## config.mk

```make
export PLATFORM = sky130hd
export DESIGN_NAME = instr_fetch_unit
export DESIGN_NICKNAME = d
export VERILOG_FILES = /design/src/rtl/fetch_pkg.sv /design/src/rtl/fetch_queue.sv /design/src/rtl/instr_fetch_unit.sv
export SDC_FILE = /design/constraint.sdc
export NUM_CORES = 1
export LEC_CHECK = 0
export CAP_MARGIN = 25
export CORE_MARGIN = 4
export CORE_UTILIZATION = 59
export CTS_BUF_LIST = sky130_fd_sc_hd__clkbuf_16
export DETAILED_ROUTE_END_ITERATION = 16
export PLACE_DENSITY_LB_ADDON = 0.2
export SYNTH_ARGS = -nofsm -noshare
export SYNTH_HDL_FRONTEND = slang
export SYNTH_SLANG_ARGS = --single-unit
```

## constraint.sdc

```tcl
create_clock -name clk -period 5.5 [get_ports clk]
set_input_delay 1.1 -clock clk [delete_from_list [all_inputs] [get_ports clk]]
set_output_delay 1.1 -clock clk [all_outputs]
set_load 0.02 [all_outputs]
```

## src/rtl/fetch_pkg.sv

```systemverilog
// Shared types and constants for the instruction fetch unit.
// Holds FSM states, queue entry layout and address helpers.
package fetch_pkg;

    localparam int ADDR_W  = 16;
    localparam int INSTR_W = 16;

    localparam logic [ADDR_W-1:0] PC_STEP = 16'd2;

    typedef enum logic [1:0] {
        IDLE = 2'd0,
        REQ  = 2'd1,
        DROP = 2'd2
    } fetch_state_t;

    typedef struct packed {
        logic [ADDR_W-1:0]  pc;
        logic [INSTR_W-1:0] instr;
    } fetch_entry_t;

    function automatic logic [ADDR_W-1:0] align_hw(
        input logic [ADDR_W-1:0] a
    );
        return a & 16'hFFFE;
    endfunction

endpackage

```

## src/rtl/fetch_queue.sv

```systemverilog
// Small FIFO of fetched {pc, instr} entries.
// Head reads as zero whenever the queue is empty.
module fetch_queue
    import fetch_pkg::*;
#(
    parameter  int QDEPTH = 2,
    localparam int PW     = $clog2(QDEPTH),
    localparam int CW     = PW + 1
) (
    input  logic         clk,
    input  logic         rst_n,
    input  logic         push,
    input  fetch_entry_t push_entry,
    input  logic         pop,
    input  logic         flush,
    output fetch_entry_t head,
    output logic [CW-1:0] count,
    output logic         full,
    output logic         empty
);

    logic [PW-1:0] wr_ptr;
    logic [PW-1:0] rd_ptr;
    fetch_entry_t  mem [QDEPTH];
    logic          push_ok;
    logic          pop_ok;

    assign full    = (count == CW'(QDEPTH));
    assign empty   = (count == '0);
    assign push_ok = push & ~full;
    assign pop_ok  = pop & ~empty;
    assign head    = empty ? '0 : mem[rd_ptr];

    // Storage, pointers and occupancy; flush empties in one edge.
    always_ff @(posedge clk or negedge rst_n) begin
        if (!rst_n) begin
            wr_ptr <= '0;
            rd_ptr <= '0;
            count  <= '0;
            for (int i = 0; i < QDEPTH; i++) begin
                mem[i] <= '0;
            end
        end else if (flush) begin
            wr_ptr <= '0;
            rd_ptr <= '0;
            count  <= '0;
        end else begin
            if (push_ok) begin
                mem[wr_ptr] <= push_entry;
                wr_ptr      <= wr_ptr + PW'(1);
            end
            if (pop_ok) begin
                rd_ptr <= rd_ptr + PW'(1);
            end
            count <= count + CW'(push_ok) - CW'(pop_ok);
        end
    end

endmodule

```

## src/rtl/instr_fetch_unit.sv

```systemverilog
// Instruction fetch unit: single-outstanding memory requester
// with redirect handling feeding a small instruction queue.
module instr_fetch_unit
    import fetch_pkg::*;
#(
    parameter logic [15:0] RESET_ADDR = 16'h0000,
    parameter int          QDEPTH     = 2
) (
    input  logic                clk,
    input  logic                rst_n,
    input  logic                redirect_valid,
    input  logic [ADDR_W-1:0]   redirect_addr,
    output logic                imem_req,
    output logic [ADDR_W-1:0]   imem_addr,
    input  logic                imem_ack,
    input  logic [INSTR_W-1:0]  imem_rdata,
    output logic                instr_valid,
    input  logic                instr_ready,
    output logic [INSTR_W-1:0]  instr_data,
    output logic [ADDR_W-1:0]   instr_pc
);

    localparam int CW = $clog2(QDEPTH) + 1;
    localparam logic [CW:0] QLIM = (CW + 1)'(QDEPTH);

    fetch_state_t      state;
    fetch_state_t      state_n;
    logic              req_n;
    logic [ADDR_W-1:0] addr_n;
    logic [ADDR_W-1:0] fetch_pc;
    logic [ADDR_W-1:0] fetch_pc_n;
    logic [ADDR_W-1:0] pend;
    logic [ADDR_W-1:0] pend_n;
    logic [ADDR_W-1:0] raddr;

    logic              push;
    logic              pop;
    logic              q_full;
    logic              q_empty;
    logic [CW-1:0]     q_count;
    logic [CW:0]       occ_next;
    logic              room;
    fetch_entry_t      q_head;
    fetch_entry_t      q_in;

    assign raddr    = align_hw(redirect_addr);
    assign pop      = instr_valid & instr_ready;
    assign push     = (state == REQ) & imem_ack & ~redirect_valid & ~q_full;
    assign q_in     = '{pc: imem_addr, instr: imem_rdata};
    assign occ_next = redirect_valid ? '0 :
                      ({1'b0, q_count} + (CW + 1)'(push) - (CW + 1)'(pop));
    assign room     = (occ_next < QLIM);

    fetch_queue #(
        .QDEPTH(QDEPTH)
    ) u_queue (
        .clk       (clk),
        .rst_n     (rst_n),
        .push      (push),
        .push_entry(q_in),
        .pop       (pop),
        .flush     (redirect_valid),
        .head      (q_head),
        .count     (q_count),
        .full      (q_full),
        .empty     (q_empty)
    );

    assign instr_valid = ~q_empty;
    assign instr_data  = q_head.instr;
    assign instr_pc    = q_head.pc;

    // Next-state logic for the request FSM and its address registers.
    always_comb begin
        state_n    = state;
        req_n      = imem_req;
        addr_n     = imem_addr;
        fetch_pc_n = fetch_pc;
        pend_n     = pend;
        unique case (state)
            IDLE: begin
                if (redirect_valid) begin
                    state_n = REQ;
                    req_n   = 1'b1;
                    addr_n  = raddr;
                end else if (room) begin
                    state_n = REQ;
                    req_n   = 1'b1;
                    addr_n  = fetch_pc;
                end
            end
            REQ: begin
                if (redirect_valid && imem_ack) begin
                    addr_n = raddr;
                end else if (redirect_valid) begin
                    state_n = DROP;
                    pend_n  = raddr;
                end else if (imem_ack) begin
                    if (room) begin
                        addr_n = imem_addr + PC_STEP;
                    end else begin
                        state_n    = IDLE;
                        req_n      = 1'b0;
                        fetch_pc_n = imem_addr + PC_STEP;
                    end
                end
            end
            DROP: begin
                if (redirect_valid) begin
                    pend_n = raddr;
                end
                if (imem_ack) begin
                    state_n = REQ;
                    addr_n  = redirect_valid ? raddr : pend;
                end
            end
            default: begin
                state_n = IDLE;
                req_n   = 1'b0;
            end
        endcase
    end

    // Registered FSM state and memory request outputs.
    always_ff @(posedge clk or negedge rst_n) begin
        if (!rst_n) begin
            state     <= IDLE;
            imem_req  <= 1'b0;
            imem_addr <= RESET_ADDR;
            fetch_pc  <= RESET_ADDR;
            pend      <= RESET_ADDR;
        end else begin
            state     <= state_n;
            imem_req  <= req_n;
            imem_addr <= addr_n;
            fetch_pc  <= fetch_pc_n;
            pend      <= pend_n;
        end
    end

endmodule

```

==> flow_summary.toml <==
[layout]
syn2layout_area_growth_pct = 22.6
final_util_pct = 74.0
final_cell_mix = "118 x dfrtp_1, 84 x mux2_2, 84 x clkdlybuf4s50_1"
drive_gt1_share_pct = 20.2
antenna_cells = 0
nNetsFinal = 689
layout_commonest_cell = "dfrtp_1"

[global_route]
grt_pass1_vias = 4984
gr-total-overflow = 0
grt_use_total_pct = 25.1
grt_pass1_wl_um = 24900
antenna_found_initial = 0
grt_max_degree = 78

[worst_setup_path]
regToRegSetupSlack_ps = 1780
crit_fanout = 17
cp_cell_sequence = "clkdlybuf4s50_1 > and3_4 > ha_1 > fa_1 > xnor2_2 > o21bai_4 > o221ai_2 > buf_4 > a311oi_1 > a21o_1"
slowest_delay_ps = 650
crit_type = "input pin to register"
slowest_stage = "clkdlybuf4s50_1"
ff2ff_path_depth = 13
worstSetupEndpointType = "register"
required_ps = 5800
cp.arrival_ps = 4240
critPathLaunchType = "input pin"

[sta]
timing.fmax_ghz = 0.254
setup_viol_count_final = 0
tns_ps = 0
relSlewSlack_pct = 32.6
finalMaxSlewViolations = 0
hold_viol = 0
min_period_ps = 3940
final.period_utilization_pct = 71.6
clock_skew_ps = 6.65
rsz0062_at_grt = "false"
worstMarginPinSlew_ps = 1010

[route]
viasPerCell = 5.94
wl_per_cell_um = 18.5
ant_nets = 0
drt_iter0_drc = 294
drc = 0
totalWireLength_um = 14600
dr.pass1.iters = 5
num_vias = 4694

[yosys]
synth_fp_nets = 619
synth_warnings = 0
synth_top_cell_by_area = "dfrtp_1"
yosysUniqueCellTypes = 52
syn_inst = 573
syn-cell-area_sq_mm = 0.00623
synth_top_area_share_pct = 47.8
ys_seq_area_share_pct = 47.8
synth_ff_type = "dfrtp_1"
async_flop_share_pct = 100
synth_edf_count = 0
postSynthAreaPerCell_sq_um = 10.9
synth_area_leaders = "dfrtp_1 48%, mux2_2 15%, mux2i_1 5.9%"
ys_ff_latch = 119

[clock_tree]
cts-root-buf = "clkbuf_16"
clk_latency_ps = 410
cts_tree = "done"
hold_buffers = 0
cts_resized = 0
post-cts-setup-buffers = 0
cts.sinks = 119
htree_levels = 4
clk_path_buf_depth = 2
clkTransAtPathRegs_ps = 50
cts_buffers = 17

[floorplan]
die_x_um = 111
die_area_sq_mm = 0.0123
rows = 37
pin_count = 87
design.core.area_sq_mm = 0.0103
start_util_pct = 60.3
die-height_um = 111

[placed_design]
gp_congestion = 0.896
dp_hpwl_um = 9400
io_buffers = 85

[job]
cap_violations = 0

[worst_hold_path]
hold_path_class = "input pin to async pin"

[power_and_ir_drop]
powerDensity_mw_per_mm2 = 659
p_leak_nw = 3.15
irDropWorstVdd_uv = 328

[status]
status = "finished clean"
## per-layer routing
metal | vias to the layer above | wire length [um] | track usage, %
met4 | 0 | 316 | 10.7
met5 | - | 0 | 0
met3 | 31 | 765 | 5.35
met1 | 2321 | 6380 | 32.0
met2 | 171 | 7120 | 41.7
li1 | 2171 | - | -
## sequential cells by signal (all words and copies together) (netlist names)
name,flops
u_queue.wr_ptr,1
u_queue.count,2
state,2
u_queue.mem,64
fetch_pc,16
pend,16
u_queue.rd_ptr,1
imem_req,1
imem_addr,16
## cell usage after synthesis, types with 2 or more instances
master / instances
dfrtp_1: 119
mux2_2: 84
nor2_1: 65
mux2i_1: 37
nand2_1: 30
buf_2: 25
nor2b_1: 24
o21ai_0: 22
a21oi_1: 21
a211oi_1: 13
inv_1: 12
o31ai_1: 12
clkbuf_1: 11
xnor2_1: 11
nor3_1: 10
nand3_1: 9
ha_1: 8
nand4_1: 6
a221oi_1: 4
o211ai_1: 4
buf_6: 3
nor4_1: 3
o311ai_0: 3
xor2_1: 3
a21o_1: 2
a22oi_1: 2
and3_1: 2
clkbuf_2: 2
nand2b_1: 2
nor4_2: 2
## worst paths after layout
check / from / endpoint
max: imem_ack / imem_addr[3]$_DFFE_PN0P_
min: rst_n / u_queue.mem[0]$_DFFE_PN0P_
max reg2reg: u_queue.count[1]$_DFF_PN0_ / imem_addr[3]$_DFFE_PN0P_
min reg2reg: fetch_pc[2]$_DFFE_PN0P_ / fetch_pc[2]$_DFFE_PN0P_
max in group asynchronous: rst_n / fetch_pc[8]$_DFFE_PN0P_
min in group clk: fetch_pc[2]$_DFFE_PN0P_ / fetch_pc[2]$_DFFE_PN0P_
## layout make-up
type / count / area, sq um
Multi-Input combinational cell: 400 / 3000
Timing Repair Buffer: 93 / 928
Inverter: 12 / 45.0
Tap cell: 136 / 170
Clock inverter: 13 / 91.3
Clock buffer: 17 / 425
Fill cell: 715 / 2690
Sequential cell: 119 / 2980
## report_power, final
group	switching, mW	internal (mW)
clock network	0.367	0.602
registers	0.393	1.30
logic	1.24	1.13
total	2.00	3.03
## cells by family (layout without fill, tap and decap cells)
family / count (synthesis) / count (layout) / share of synthesized area (%)
AND/OR/NAND/NOR: 158 / 158 / 12.1
AO/OA/AOI/OAI: 97 / 97 / 10.6
multiplexers: 121 / 121 / 21.1
XOR/XNOR: 15 / 15 / 2.23
buffers and inverters: 54 / 135 / 4.22
adder cells (fa/ha/maj): 9 / 9 / 1.93
flip-flops: 119 / 119 / 47.8
## stage by stage
step | total power [mW] | hold slack, ps | instance area, sq um | setup slack [ps] | std cells
finish | 5.03 | 476 | 7640 | 1560 | 790
detailed placement | 4.03 | 487 | 7090 | 1210 | 759
global placement | 3.91 | 480 | 7090 | 1290 | 759
global route | 5.37 | 464 | 7640 | 1340 | 790
floorplan | 3.28 | 465 | 6230 | 2250 | 573
CTS | 5.03 | 500 | 7610 | 1620 | 789
## worst max-delay path, delay by kind of cell
family / cells / cell delay [ps]
XOR/XNOR: 1 / 270
buffers and inverters: 2 / 1000
adder cells (fa/ha/maj): 2 / 590
AO/OA/AOI/OAI: 4 / 970
AND/OR/NAND/NOR: 1 / 290
Note: power is estimated with default switching activity, not from simulation.
